==> config.mk <==
export PLATFORM = sky130hd
export DESIGN_NAME = bomb_placer
export DESIGN_NICKNAME = d
export VERILOG_FILES = /design/src/rtl/bomb_placer.sv
export SDC_FILE = /design/constraint.sdc
export NUM_CORES = 1
export LEC_CHECK = 0
export CAP_MARGIN = 20
export CORE_MARGIN = 5
export CORE_UTILIZATION = 40
export CTS_CLUSTER_DIAMETER = 60
export DETAILED_ROUTE_END_ITERATION = 7
export PLACE_DENSITY_LB_ADDON = 0.3
export SLEW_MARGIN = 10
export SYNTH_ARGS = -nofsm -noshare
export SYNTH_HDL_FRONTEND = slang
export SYNTH_SLANG_ARGS = --single-unit
==> constraint.sdc <==
create_clock -name clk -period 11.1 [get_ports clk]
set_input_delay 1.11 -clock clk [delete_from_list [all_inputs] [get_ports clk]]
set_output_delay 1.11 -clock clk [all_outputs]
set_load 0.03 [all_outputs]
==> src/rtl/bomb_placer.sv <==
// bomb_placer: places a requested number of distinct bombs on an 8x8 board from a free-running LFSR
module bomb_placer #(
    parameter logic [15:0] LFSR_SEED = 16'hACE1
) (
    input  logic        clk,
    input  logic        rst,
    input  logic        start,
    input  logic [3:0]  bombas,
    input  logic [2:0]  safe_x,
    input  logic [2:0]  safe_y,
    output logic        busy,
    output logic        done,
    output logic [63:0] bomb_map,
    output logic [3:0]  bomb_count,
    input  logic [2:0]  rd_x,
    input  logic [2:0]  rd_y,
    output logic        rd_bomb,
    output logic [3:0]  rd_adj
);
    localparam logic [1:0] IDLE  = 2'd0;
    localparam logic [1:0] CLEAR = 2'd1;
    localparam logic [1:0] PLACE = 2'd2;
    localparam logic [1:0] DONE  = 2'd3;

    logic [1:0]  state;
    logic [15:0] lfsr;
    logic [3:0]  target;
    logic [5:0]  safe_idx;
    logic [5:0]  cand;
    logic [4:0]  xs, ys;

    assign cand    = lfsr[5:0];
    assign busy    = (state == CLEAR) || (state == PLACE);
    assign done    = state == DONE;
    assign rd_bomb = bomb_map[{rd_y, rd_x}];

    // Galois LFSR runs every cycle regardless of state so start timing picks the board
    always_ff @(posedge clk or posedge rst)
        if (rst) lfsr <= LFSR_SEED;
        else     lfsr <= {1'b0, lfsr[15:1]} ^ (lfsr[0] ? 16'hB400 : 16'h0000);

    // board generation FSM: latch request, clear the map, then accept non-duplicate non-safe candidates
    always_ff @(posedge clk or posedge rst)
        if (rst) begin
            state      <= IDLE;
            bomb_map   <= '0;
            bomb_count <= '0;
            target     <= '0;
            safe_idx   <= '0;
        end else begin
            case (state)
                IDLE, DONE: if (start) begin
                    target   <= bombas;
                    safe_idx <= {safe_y, safe_x};
                    state    <= CLEAR;
                end
                CLEAR: begin
                    bomb_map   <= '0;
                    bomb_count <= '0;
                    state      <= (target == 4'd0) ? DONE : PLACE;
                end
                PLACE: if (!bomb_map[cand] && cand != safe_idx) begin
                    bomb_map[cand] <= 1'b1;
                    bomb_count     <= bomb_count + 4'd1;
                    if (bomb_count + 4'd1 == target) state <= DONE;
                end
                default: state <= IDLE;
            endcase
        end

    // neighbour sum; offsets leaving 0..7 show up as nonzero bits [4:3] and are skipped
    always_comb begin
        rd_adj = '0;
        xs     = '0;
        ys     = '0;
        for (int dy = 0; dy < 3; dy++)
            for (int dx = 0; dx < 3; dx++) begin
                xs = {2'b00, rd_x} + 5'(dx) - 5'd1;
                ys = {2'b00, rd_y} + 5'(dy) - 5'd1;
                if (!(dx == 1 && dy == 1) && xs[4:3] == 2'b00 && ys[4:3] == 2'b00)
                    rd_adj = rd_adj + {3'b000, bomb_map[{ys[2:0], xs[2:0]}]};
            end
    end
endmodule

==> results of run 1 <==
==> kinds of logic after synthesis <==
kind of cell	after synthesis
flip-flops	96
adder cells (fa/ha/maj)	21
buffers and inverters	59
multiplexers	135
AND/OR/NAND/NOR	180
AO/OA/AOI/OAI	110
XOR/XNOR	27
==> cell usage after synthesis, drive strengths merged, types with 12 or more instances <==
master and n:
o21ai 63, nor2 21, nor2b 12, nand3 13, xor2 15, inv 13
mux2 25, a21oi 14, buf 22, ha 21, clkbuf 24, nand2 88
dfrtp 88, mux4 55, mux2i 55
==> critical path, delay by kind of cell <==
| family | cells | cell delay (ps) |
|---|---|---|
| AOI/OAI and AO/OA | 4 | 510 |
| adders and majority gates | 9 | 2910 |
| and+or+nand+nor | 8 | 790 |
| muxes | 4 | 1440 |
| buffers and inverters | 5 | 1660 |
| xor gates and xnor gates | 2 | 280 |
==> sequential cells by signal, indices dropped and copies added (netlist names) <==
signal / cells
target: 4
safe_idx: 6
bomb_map: 64
bomb_count: 4
lfsr: 16
state: 2
==> power groups by stage <==
stage	Sequential [W]	Clock [W]	Combinational (W)
finish	0.000414	0.000304	0.000359
floorplan	0.000427	0	0.000247
global route	0.000419	0.000321	0.000390
global placement	0.000419	0	0.000338
detailed placement	0.000421	0	0.000353
CTS	0.000414	0.000308	0.000355
==> metal layers <==
metal | part of all wire | up-vias
met3 | 0.060 | 29
li1 | - | 2488
met4 | 0.021 | 0
met2 | 0.48 | 211
met1 | 0.44 | 2820
met5 | 0 | -
==> cell type report <==
class                           instances  area (sq um)  share of cell area
Tap cell                              220           275              0.0336
Inverter                               13          50.0             0.00611
Clock buffer                           10           239              0.0292
Multi-Input combinational cell        473          4150               0.506
Timing Repair Buffer                  104          1020               0.125
Clock inverter                          6          50.0             0.00611
Sequential cell                        96          2410               0.294
==> through the flow <==
stage / hold slack (ps) / util / setup slack (ps) / power, W / cells
after global placement: 340 / 0.472 / 1490 / 0.000757 / 905
after detailed placement: 336 / 0.472 / 1290 / 0.000775 / 905
after global routing: 372 / 0.491 / 626 / 0.00113 / 922
after floorplan: 331 / - / 1570 / 0.000674 / 628
after CTS: 363 / 0.490 / 1280 / 0.00108 / 921
final: 356 / 0.491 / 1290 / 0.00108 / 922
==> worst min-delay path by stage <==
| stage | to | slack (ps) | cells past startpoint |
|---|---|---|---|
| finish | lfsr[11]$_DFF_PP1_ | 360 | 0 |
| global route | lfsr[8]$_DFF_PP0_ | 370 | 0 |
| CTS | lfsr[11]$_DFF_PP1_ | 360 | 0 |
| detailed placement | lfsr[8]$_DFF_PP0_ | 340 | 0 |
| global placement | lfsr[11]$_DFF_PP1_ | 340 | 0 |
| floorplan | lfsr[8]$_DFF_PP0_ | 330 | 0 |
==> summary.md, run 1 <==
| Metric | Value |
|---|---|
| Post-synthesis compound-gate area fraction | `0.0990` |
| Crit path time final | `9810 ps` |
| Synth async-reset ratio | `1.00` |
| Largest area contributor in the synthesized netlist | `dfrtp_1` |
| Final ANT Viol Nets | `0` |
| Cell area after layout | `8200 sq um` |
| Drt via density | `6.02` |
| Hpwl dp | `14.7 mm` |
| Number of hold violations in the final report | `0` |
| R2R Setup Slk | `7400 ps` |
| Post-synth EDFFs | `0` |
| Syn Nets | `668` |
| Net Sw Frac | `0.356` |
| Syn. warnings | `0` |
| CTS clk-pin slew, worst paths | `70 ps` |
| CTS Hold Bufs | `0` |
| Most common cell after layout, fill and taps aside | `clkdlybuf4s50_1` |
| Gr ovfl total | `0` |
| WL/cell | `21.6 microns` |
| # diodes | `0` |
| Cts repair resizes | `0` |
| Leakage Power | `3.33 nW` |
| Fraction of layout cells with a size suffix above 1 | `0.184` |
| Layout Nets | `737` |
| CTS Buf Count | `9` |
| Post-Synth Adder-Cell Area | `0.0384` |
| Combinational Power Share | `0.333` |
| Worst slew pin tran | `1010 ps` |
| Xor/xnor share of the synthesized area | `0.0366` |
| Mapped cell area | `6830 sq um` |
| Worst skew pair latency | `350 ps` |
| Critical path required time | `9990 ps` |
| Maximum vdd drop | `0.102 mV` |
| Clock tree buffer depth | `2` |
| Core Rows | `47` |
| Slew headroom | `0.324` |
| Max_cap viols | `0` |
| Met2 Use GR | `0.324` |
| Largest net degree at the start of global routing | `70` |
| Path type of the worst setup path | `in -> out` |
| Initial antenna violation count | `0` |
| Critical path launch point | `rd_x[1]` |
| First-pass iteration count of the detailed router | `5` |
| Vias in the first global route | `5526` |
| Worst R2R Start | `lfsr[0]$_DFF_PP1_` |
| RSZ-0062 raised after global routing | `false` |
| Fin. max-slew vios | `0` |
| Main combinational cell family by area after synthesis | `multiplexers` |
| CP endpoint | `rd_adj[2]` |
| Area overhead of the layout relative to synthesis | `19.9%` |
| Sequential Power Share | `0.385` |
| Worst hold path type | `reg -> reg` |
| GRT Max-Usage Layer | `met2` |
| CP Launch Type | `input port` |
| Status | `finished clean` |
| Unique masters post-synth | `54` |
| Setup TNS | `0 ps` |
| Final worst-path cycle share | `0.884` |
| CTS tree | `yes` |
| Number of setup buffers added after CTS | `0` |
| Vias | `5548` |
| Critical path's most frequent cell | `ha_1` |
| # clock sinks | `96` |
| Number of synthesized register bits | `96` |
| Most frequent cells in the layout | `clkdlybuf4s50_1 (92), nand2_1 (88), dfrtp_1 (88), mux2i_1 (55), o21ai_0 (55)` |
| Cell with the largest stage delay on the worst path | `clkdlybuf4s50_1` |
| Wire length of the first global-routing pass | `31.9 mm` |
| Data arrival, critical path | `8700 ps` |
| R2R depth | `8` |
| Met3 Use GR | `0.0345` |
| Skew final | `12.1 ps` |
| Multiplexer share of the synthesized area | `0.304` |
| Initial Util | `0.409` |
| Core ar. | `16700 sq um` |
| RR Endpoint | `bomb_map[40]$_DFFE_PP0P_` |
| Met1 Use GR | `0.279` |
| Critical path fanouts, max | `22` |
| Placed cell area | `7890 sq um` |
| CP peak stage delay | `690 ps` |
| Routed WL | `19.9 mm` |
| NetSw | `0.000383 W` |
| Largest cells by area after synthesis | `dfrtp_1 (32%), mux4_2 (18%), mux2i_1 (8.1%), nand2_1 (4.8%), mux2_2 (4.1%)` |
| PortBufs | `93` |
| Clock Root Buffer | `clkbuf_16` |
| Die width | `141 microns` |
| Area share of and/or/nand/nor cells after synthesis | `0.129` |
| Clock power share | `0.282` |
| Sequential area share after synthesis | `0.353` |
| HP Start | `lfsr[12]$_DFF_PP0_` |
| GP Congestion | `0.926` |
| Post-Syn Area per Cell | `10.9 sq um` |
| DIE AREA | `19800 sq um` |
| Fillers | `1518` |
| DRC | `0` |
| Synthesized instance count | `628` |
| Ports | `94` |
| Synth top area share | `0.322` |
| Crit path capture type | `output pin` |
| FMAX | `102 MHz` |
| Power density over cell area | `131 nW/um^2` |
| Synth Flop Type | `dfrtp_1` |
| DIE HEIGHT | `141 microns` |
| Internal | `0.000693 W` |
| Iteration-0 DRC Markers | `578` |
| H-tree levels | `3` |
| Final setup viols | `0` |
| GRT Overall Usage | `0.201` |
No activity file was read; power rests on OpenSTA's default activity.
==> inputs of run 2 (changes only) <==
--- a/config.mk
+++ b/config.mk
@@ -6,11 +6,11 @@
 export NUM_CORES = 1
 export LEC_CHECK = 0
 export CAP_MARGIN = 20
-export CORE_MARGIN = 5
-export CORE_UTILIZATION = 40
+export CORE_MARGIN = 3
+export CORE_UTILIZATION = 50
 export CTS_CLUSTER_DIAMETER = 60
 export DETAILED_ROUTE_END_ITERATION = 7
-export PLACE_DENSITY_LB_ADDON = 0.3
+export PLACE_DENSITY = 0.8
 export SLEW_MARGIN = 10
 export SYNTH_ARGS = -nofsm -noshare
 export SYNTH_HDL_FRONTEND = slang
==> summary.md, run 2 (same netlist as run 1, synthesis figures left out) <==
| Metric | Value |
|---|---|
| Fin. max-slew vios | `0` |
| CP peak stage delay | `690 ps` |
| CTS Hold Bufs | `0` |
| Core Rows | `42` |
| Slew headroom | `0.328` |
| Cell with the largest stage delay on the worst path | `clkdlybuf4s50_1` |
| CTS Buf Count | `9` |
| Net Sw Frac | `0.353` |
| Clock tree buffer depth | `2` |
| # diodes | `0` |
| Core ar. | `13300 sq um` |
| Fraction of layout cells with a size suffix above 1 | `0.184` |
| Power density over cell area | `135 nW/um^2` |
| Sequential Power Share | `0.375` |
| RSZ-0062 raised after global routing | `false` |
| Status | `finished clean` |
| Cts repair resizes | `0` |
| Hpwl dp | `13.6 mm` |
| CP Launch Type | `input port` |
| Iteration-0 DRC Markers | `543` |
| Most frequent cells in the layout | `clkdlybuf4s50_1 (92), nand2_1 (88), dfrtp_1 (88), mux2i_1 (55), o21ai_0 (55)` |
| Critical path's most frequent cell | `ha_1` |
| Pre-CTS WS | `1240 ps` |
| WL/cell | `21.7 microns` |
| Met2 Use GR | `0.413` |
| Worst hold path type | `reg -> reg` |
| Combinational Power Share | `0.320` |
| Internal | `0.000715 W` |
| Vias | `5691` |
| Number of hold violations in the final report | `0` |
| CTS clk-pin slew, worst paths | `70 ps` |
| R2R depth | `8` |
| Biggest regs | `bomb_map (64), lfsr (16), safe_idx (6)` |
| Hold depth | `0` |
| Crit path capture type | `output pin` |
| GRT Max-Usage Layer | `met2` |
| Final worst-path cycle share | `0.886` |
| Maximum vdd drop | `0.130 mV` |
| Ports | `94` |
| Clock power share | `0.305` |
| # clock sinks | `96` |
| First-pass iteration count of the detailed router | `6` |
| Clock Root Buffer | `clkbuf_16` |
| GRT Overall Usage | `0.262` |
| Final ANT Viol Nets | `0` |
| Vias in the first global route | `5522` |
| FMAX | `102 MHz` |
| Setup TNS | `0 ps` |
| DIE AREA | `15100 sq um` |
| Wire length of the first global-routing pass | `30.5 mm` |
| Layout Nets | `737` |
| Path type of the worst setup path | `in -> out` |
| Skew final | `8.09 ps` |
| DIE HEIGHT | `123 microns` |
| Worst skew pair latency | `350 ps` |
| GP Congestion | `0.939` |
| Initial Util | `0.514` |
| Worst slew pin tran | `1000 ps` |
| Met3 Use GR | `0.0599` |
| Leakage Power | `3.35 nW` |
| Worst hold slack | `356 ps` |
| DRC | `0` |
| Drt via density | `6.48` |
| Number of setup buffers added after CTS | `0` |
| Crit path time final | `9840 ps` |
| Max_cap viols | `0` |
| Area overhead of the layout relative to synthesis | `19.6%` |
| PortBufs | `93` |
| NetSw | `0.000390 W` |
| Largest net degree at the start of global routing | `68` |
| Critical path required time | `9990 ps` |
| Fillers | `1065` |
| Critical path fanouts, max | `22` |
| Routed WL | `19.1 mm` |
| Most common cell after layout, fill and taps aside | `clkdlybuf4s50_1` |
| Largest reg by FF count | `bomb_map` |
| Met1 Use GR | `0.356` |
| Data arrival, critical path | `8730 ps` |
| Max reg flops | `64` |
| Initial antenna violation count | `0` |
| Tot Pwr | `0.00111 W` |
| Gr ovfl total | `0` |
| H-tree levels | `3` |
| Final setup viols | `0` |
| CTS tree | `yes` |
| Final setup margin | `1260 ps` |
| Die width | `123 microns` |
==> run 2: power groups by stage <==
stage | Clock [W] | Combinational [W] | Sequential [W]
floorplan | 0 | 0.000247 | 0.000427
global placement | 0 | 0.000334 | 0.000418
detailed placement | 0 | 0.000344 | 0.000420
CTS | 0.000342 | 0.000349 | 0.000414
global route | 0.000353 | 0.000385 | 0.000418
finish | 0.000337 | 0.000354 | 0.000414
==> run 2: layout make-up <==
type	instances	area, sq um	share of cell area
multi-input cells	473	4150	0.507
flip-flops and latches	96	2410	0.295
repair buffers	104	1020	0.125
clock buffers	9	225	0.0276
well taps	176	220	0.0269
clock inverters	7	97.6	0.0119
inverters	13	50.0	0.00612
==> run 2: metrics by stage <==
stage | instance area, sq um | utilization | instances
after CTS | 8150 | 0.613 | 876
after floorplan | 6830 | - | 628
after global placement | 7820 | 0.588 | 860
after global routing | 8170 | 0.615 | 878
after detailed placement | 7820 | 0.588 | 860
final | 8170 | 0.615 | 878
==> run 2: path summary, 6_finish.rpt <==
check,start,to,slack [ps]
worst min register to register,lfsr[12]$_DFF_PP0_,lfsr[11]$_DFF_PP1_,360
worst min-delay path,lfsr[12]$_DFF_PP0_,lfsr[11]$_DFF_PP1_,360
max in group asynchronous,rst,bomb_map[4]$_DFFE_PP0P_,8800
min in group asynchronous,rst,bomb_map[46]$_DFFE_PP0P_,1100
worst max-delay path,rd_x[1],rd_adj[2],1260
worst max register to register,lfsr[0]$_DFF_PP1_,bomb_map[26]$_DFFE_PP0P_,7400
==> run 2: critical path, delay by kind of cell <==
kind                       cells  cell delay [ps]
AOI/OAI and AO/OA              4              510
xor gates and xnor gates       3              410
adders and majority gates      9             2480
buffers and inverters          6             1850
muxes                          4             1570
and+or+nand+nor                8              800
==> run 2: metal layers <==
metal | share of wire | vias up
met5 | 0 | -
met4 | 0.029 | 0
met3 | 0.081 | 49
met2 | 0.48 | 299
met1 | 0.41 | 2860
li1 | - | 2483
